==> src/rtl/mem_arbiter_pkg.sv <==
// mem_arbiter_pkg: shared types and widths for the two-port memory arbiter.
package mem_arbiter_pkg;
    localparam int XLEN = 32;
    localparam int BE_W = 4;
    typedef enum logic [1:0] {IDLE, ISSUE, WAIT_RSP} state_t;
    typedef enum logic {OWN_IF, OWN_DM} owner_t;
endpackage

==> src/rtl/mem_arbiter_arb.sv <==
// arb_rr2: two-input round-robin selector; on contention the previous loser wins.
module arb_rr2
    import mem_arbiter_pkg::*;
(
    input  logic   req_if_i,
    input  logic   req_dm_i,
    input  owner_t last_owner_i,
    output owner_t winner_o
);
    assign winner_o = (req_if_i && req_dm_i) ? ((last_owner_i == OWN_IF) ? OWN_DM : OWN_IF)
                                             : (req_dm_i ? OWN_DM : OWN_IF);
endmodule

==> src/rtl/mem_arbiter.sv <==
// mem_arbiter: shares one memory port between instruction fetch and data memory,
// one outstanding transaction, with a response timeout that raises bus_err.
module mem_arbiter
    import mem_arbiter_pkg::*;
#(
    parameter int TIMEOUT = 64
) (
    input  logic            clk,
    input  logic            rst,
    input  logic            if_req,
    input  logic [XLEN-1:0] if_addr,
    output logic            if_gnt,
    output logic            if_rvalid,
    output logic [XLEN-1:0] if_rdata,
    input  logic            dm_req,
    input  logic            dm_we,
    input  logic [XLEN-1:0] dm_addr,
    input  logic [XLEN-1:0] dm_wdata,
    input  logic [BE_W-1:0] dm_be,
    output logic            dm_gnt,
    output logic            dm_rvalid,
    output logic [XLEN-1:0] dm_rdata,
    output logic            bus_err,
    output logic            mem_req,
    output logic            mem_we,
    output logic [XLEN-1:0] mem_addr,
    output logic [XLEN-1:0] mem_wdata,
    output logic [BE_W-1:0] mem_be,
    input  logic            mem_gnt,
    input  logic            mem_rvalid,
    input  logic [XLEN-1:0] mem_rdata
);
    localparam logic [7:0] TO_LAST = 8'(TIMEOUT - 1);

    state_t          state_q, state_d;
    owner_t          owner_q, owner_d, last_q, last_d, win;
    logic [7:0]      cnt_q, cnt_d;
    logic [XLEN-1:0] addr_q, addr_d, wdata_q, wdata_d, rdata;
    logic [BE_W-1:0] be_q, be_d;
    logic            we_q, we_d, gnt, rsp, err, to_hit;

    arb_rr2 u_arb (
        .req_if_i    (if_req),
        .req_dm_i    (dm_req),
        .last_owner_i(last_q),
        .winner_o    (win)
    );

    assign to_hit = cnt_q == TO_LAST;

    always_comb begin
        state_d = state_q;
        owner_d = owner_q;
        last_d  = last_q;
        cnt_d   = cnt_q;
        addr_d  = addr_q;
        wdata_d = wdata_q;
        be_d    = be_q;
        we_d    = we_q;
        gnt     = 1'b0;
        rsp     = 1'b0;
        err     = 1'b0;
        rdata   = '0;
        case (state_q)
            IDLE: if (if_req || dm_req) begin
                owner_d = win;
                last_d  = win;
                cnt_d   = '0;
                addr_d  = (win == OWN_DM) ? dm_addr : if_addr;
                wdata_d = (win == OWN_DM) ? dm_wdata : '0;
                be_d    = (win == OWN_DM) ? dm_be : '1;
                we_d    = (win == OWN_DM) && dm_we;
                state_d = ISSUE;
            end
            ISSUE: begin
                cnt_d = cnt_q + 8'd1;
                // A grant in the timeout cycle still wins; the counter keeps running.
                if (mem_gnt) begin
                    gnt     = 1'b1;
                    state_d = WAIT_RSP;
                end else if (to_hit) begin
                    rsp     = 1'b1;
                    err     = 1'b1;
                    state_d = IDLE;
                end
            end
            WAIT_RSP: begin
                cnt_d = cnt_q + 8'd1;
                if (mem_rvalid) begin
                    rsp     = 1'b1;
                    rdata   = mem_rdata;
                    state_d = IDLE;
                end else if (to_hit) begin
                    rsp     = 1'b1;
                    err     = 1'b1;
                    state_d = IDLE;
                end
            end
            default: state_d = IDLE;
        endcase
    end

    always_ff @(posedge clk or negedge rst) begin
        if (!rst) begin
            state_q <= IDLE;
            owner_q <= OWN_IF;
            last_q  <= OWN_IF;
            cnt_q   <= '0;
            addr_q  <= '0;
            wdata_q <= '0;
            be_q    <= '0;
            we_q    <= 1'b0;
        end else begin
            state_q <= state_d;
            owner_q <= owner_d;
            last_q  <= last_d;
            cnt_q   <= cnt_d;
            addr_q  <= addr_d;
            wdata_q <= wdata_d;
            be_q    <= be_d;
            we_q    <= we_d;
        end
    end

    assign mem_req   = state_q == ISSUE;
    assign mem_we    = we_q;
    assign mem_addr  = addr_q;
    assign mem_wdata = wdata_q;
    assign mem_be    = be_q;
    assign bus_err   = err;
    assign if_gnt    = gnt && (owner_q == OWN_IF);
    assign dm_gnt    = gnt && (owner_q == OWN_DM);
    assign if_rvalid = rsp && (owner_q == OWN_IF);
    assign dm_rvalid = rsp && (owner_q == OWN_DM);
    assign if_rdata  = if_rvalid ? rdata : '0;
    assign dm_rdata  = dm_rvalid ? rdata : '0;
endmodule

==> config.mk <==
export PLATFORM = sky130hd
export DESIGN_NAME = mem_arbiter
export DESIGN_NICKNAME = d
export VERILOG_FILES = /design/src/rtl/mem_arbiter_pkg.sv /design/src/rtl/mem_arbiter_arb.sv /design/src/rtl/mem_arbiter.sv
export SDC_FILE = /design/constraint.sdc
export NUM_CORES = 1
export LEC_CHECK = 0
export CORE_MARGIN = 1.5
export CORE_UTILIZATION = 36
export CTS_BUF_LIST = sky130_fd_sc_hd__clkbuf_2 sky130_fd_sc_hd__clkbuf_4 sky130_fd_sc_hd__clkbuf_8
export DETAILED_ROUTE_END_ITERATION = 16
export PLACE_DENSITY = 0.82
export SYNTH_ARGS = -nofsm -noshare
export SYNTH_HDL_FRONTEND = slang
export SYNTH_SLANG_ARGS = --single-unit
==> constraint.sdc <==
create_clock -name clk -period 2.5 [get_ports clk]
set_clock_uncertainty 0.1 [all_clocks]
set_input_delay 0.625 -clock clk [delete_from_list [all_inputs] [get_ports clk]]
set_output_delay 0.625 -clock clk [all_outputs]
set_load 0.01 [all_outputs]
==> results <==
-- registers in the layout, indices dropped and copies added (netlist names) --
name and cells:
last_q 1, state_q 2, mem_we 1, mem_be 4, mem_addr 32, cnt_q 8
mem_wdata 32
-- stage by stage --
stage                     TNS [ns]  setup WS, ns  hold WS [ns]  cells    util
after floorplan                  0        0.2666        0.2294    375       -
after global placement      -33.50       -0.5131        0.3640    793  0.6519
after detailed placement    -36.03       -0.5788        0.3699    793  0.6519
after CTS                   -4.441      -0.09422        0.2158    824  0.6850
after global routing        -9.141       -0.1757        0.2530    823  0.6962
final                       -4.120       -0.1117        0.2127    823  0.6962
-- kinds of logic (layout without fill, tap and decap cells) --
logic type / count (synthesis) / after routing / synth area share
AOI/OAI and AO/OA: 95 / 95 / 0.1684
adders and majority gates: 5 / 5 / 0.01576
buffers and inverters: 28 / 336 / 0.04319
DFF: 80 / 80 / 0.5044
muxes: 32 / 32 / 0.08071
and+or+nand+nor: 135 / 135 / 0.1876
-- power by group through the flow --
stage / combinational (mW) / clock [mW] / sequential (mW)
2_1_floorplan: 1.24 / 0 / 2.43
3_3_place_gp: 3.26 / 0 / 2.18
3_5_place_dp: 3.35 / 0 / 2.20
4_1_cts: 3.54 / 1.13 / 2.19
5_1_grt: 3.86 / 1.19 / 2.27
6_report: 3.60 / 1.11 / 2.20
-- final cells by class --
cell class | instances | area (um2) | share of cell area
timing repair buffer | 318 | 3094 | 0.4118
sequential | 80 | 2002 | 0.2664
multi-input combinational | 267 | 1999 | 0.2661
tap | 140 | 175.2 | 0.02331
clock buffer | 10 | 137.6 | 0.01832
clock inverter | 6 | 97.59 | 0.01299
inverter | 2 | 7.507 | 0.0009992
-- Yosys cell counts (all sizes together) --
| library cell | n |
|---|---|
| or3 | 1 |
| and3b | 2 |
| o31ai | 1 |
| nand2b | 1 |
| buf | 13 |
| mux2i | 32 |
| o22a | 4 |
| a22o | 34 |
| nor3b | 1 |
| o311ai | 2 |
| ha | 5 |
| dfrtp | 80 |
| nor2b | 4 |
| nor2 | 4 |
| nand2 | 45 |
| or2 | 1 |
| and2b | 1 |
| a21o | 1 |
| clkbuf | 13 |
| nor4 | 1 |
| nand4 | 1 |
| and2 | 66 |
| inv | 2 |
| nand3 | 6 |
| a32o | 1 |
| a21boi | 1 |
| a21oi | 1 |
| o21ai | 44 |
| o41ai | 3 |
| and3 | 1 |
| o21a | 3 |
-- routing by layer --
metal | up-vias | GRT usage
met5 | - | 0
met1 | 1972 | 0.2816
met4 | 2 | 0.06673
li1 | 1925 | -
met3 | 23 | 0.06510
met2 | 146 | 0.4042
-- path summary, 6_finish.rpt --
path	from	cells past startpoint	end	slack (ns)
min in group clk	mem_addr[16]$_DFFE_PN0P_	2	mem_addr[16]$_DFFE_PN0P_	0.39
max	state_q[0]$_DFFE_PN0P_	7	if_rvalid	-0.11
min	rst	1	mem_addr[13]$_DFFE_PN0P_	0.21
max reg2reg	state_q[0]$_DFFE_PN0P_	7	cnt_q[4]$_DFFE_PN0P_	0.45
min reg2reg	mem_addr[16]$_DFFE_PN0P_	2	mem_addr[16]$_DFFE_PN0P_	0.39
max in group asynchronous	rst	2	mem_wdata[3]$_DFFE_PN0P_	1.40
-- what timing repair did --
item                       CTS  global route
gates cloned                 4             0
hold buffers                 0             0
setup buffers               11             3
setup endpoints to repair   69            67
gates resized for setup    338            45
pin swaps                   17            19
==> flow_metrics.py <==
metrics = {
    "status": {
        "status": "complete, but fails checks",
        "violations": "setup timing",
    },
    "critical_path": {
        "crit_type": "reg -> out",
        "crit_required_ns": 1.77,
        "end_kind": "output port",
        "slowest_stage": "dfrtp_1",
        "cp_top_family": "simple AND/OR/NAND/NOR gates",
        "critPathMaxFanout": 2,
        "crit_path_start_kind": "register",
        "cp.buffers_inverters": 2,
        "max_stage_delay_ns": 0.42,
        "worstPathArrival_ns": 1.89,
        "crit_chain": "buf_6 -> ha_4 -> nor2b_4 -> or2_4 -> a22o_1 -> and3b_1 -> buf_2",
    },
    "min_path": {
        "min_path_type": "in -> async",
    },
    "layout": {
        "final_cell_mix": "clkdlybuf4s50_1, dfrtp_1, nand2_1, o21ai_0, buf_6",
        "layout-drive-gt1-share": 0.2665,
        "fillCellCount": 790,
        "syn_to_final_growth_pct": 89.31,
        "antenna_cells": 0,
        "fin_area_um2": 7513,
        "final_common_cell": "clkdlybuf4s50_1",
        "num-nets-final": 822,
    },
    "floorplan": {
        "floorplan.initialDensity": 0.3677,
        "die_y_um": 108.0,
        "num_rows": 38,
        "core_um2": 10790,
        "dieArea_um2": 11660,
        "io-pin-count": 278,
        "die_w_um": 108.0,
    },
    "power_and_ir_drop": {
        "switching_share": 0.3489,
        "power_frac_comb": 0.521,
        "internal_power_mw": 4.498,
        "power_density_nw_per_um2": 919.4,
        "power_leakage_nw": 3.453,
        "max-vdd-ir-drop_mv": 0.5256,
        "fin_total_pwr_mw": 6.908,
        "p_switching_mw": 2.410,
        "p_seq_frac": 0.318,
        "p_clk_frac": 0.161,
    },
    "placement": {
        "routabilityCongestion": 0.7664,
        "placed_area_um2": 7036,
        "hpwl_mm": 10.42,
        "io_buffers": 277,
    },
    "detailed_routing": {
        "antenna_left": 0,
        "drtIter0Drc": 189,
        "wl_met3_mm": 1.110,
        "drt_first_pass_iters": 4,
        "routed_via_density": 4.943,
        "wire_per_inst_um": 17.39,
        "met1_length_mm": 5.680,
        "vias": 4068,
        "wirelength_mm": 14.31,
        "wl_met2_mm": 7.282,
        "highest_layer": "met5",
        "drc": 0,
    },
    "global_route": {
        "overflow": 0,
        "grt_max_degree": 66,
        "grt_pass1_vias": 4094,
        "antenna_found_initial": 1,
        "grt_util_all_layers": 0.2326,
        "grt_pass1_wl_mm": 21.02,
    },
    "sta": {
        "fin_crit_ns": 2.612,
        "tightest_slew_ns": 0.6712,
        "rsz0062_at_grt": "true",
        "setup_viol": 66,
        "hold_viol": 0,
        "fmax_mhz": 382.9,
        "relSlewSlack": 0.5525,
        "fin_crit_sh": 1.045,
        "finalMaxSlewViolations": 0,
        "fin_ws_ns": -0.1117,
    },
    "synthesis": {
        "netlist_instances": 375,
        "ys_seq_area_frac": 0.5044,
        "yosysTopAreaCell": "dfrtp_1",
        "ys_ff_latch": 80,
        "synth_area_leaders": "dfrtp_1, and2_1, mux2i_1, a22o_1, o21ai_0",
        "synthesis.nets": 519,
        "ys_warn_count": 0,
        "synth.cell_area_um2": 3969,
        "avgSynthCellArea_um2": 10.58,
        "synth_cell_types": 36,
        "synth_top_area_share": 0.5044,
    },
    "clock_tree": {
        "cts_tree": "built",
        "clockBufferDepth": 2,
        "cts.sinks": 80,
        "clk_pin_slew_ns": 0.09,
        "numCtsBuffers": 9,
        "clk_latency_ns": 0.34,
        "root_buffer": "clkbuf_8",
        "cts.htree.levels": 3,
    },
    "flow_run": {
        "maxCapViolations": 0,
    },
}
No activity file was read; power rests on OpenSTA's default activity.
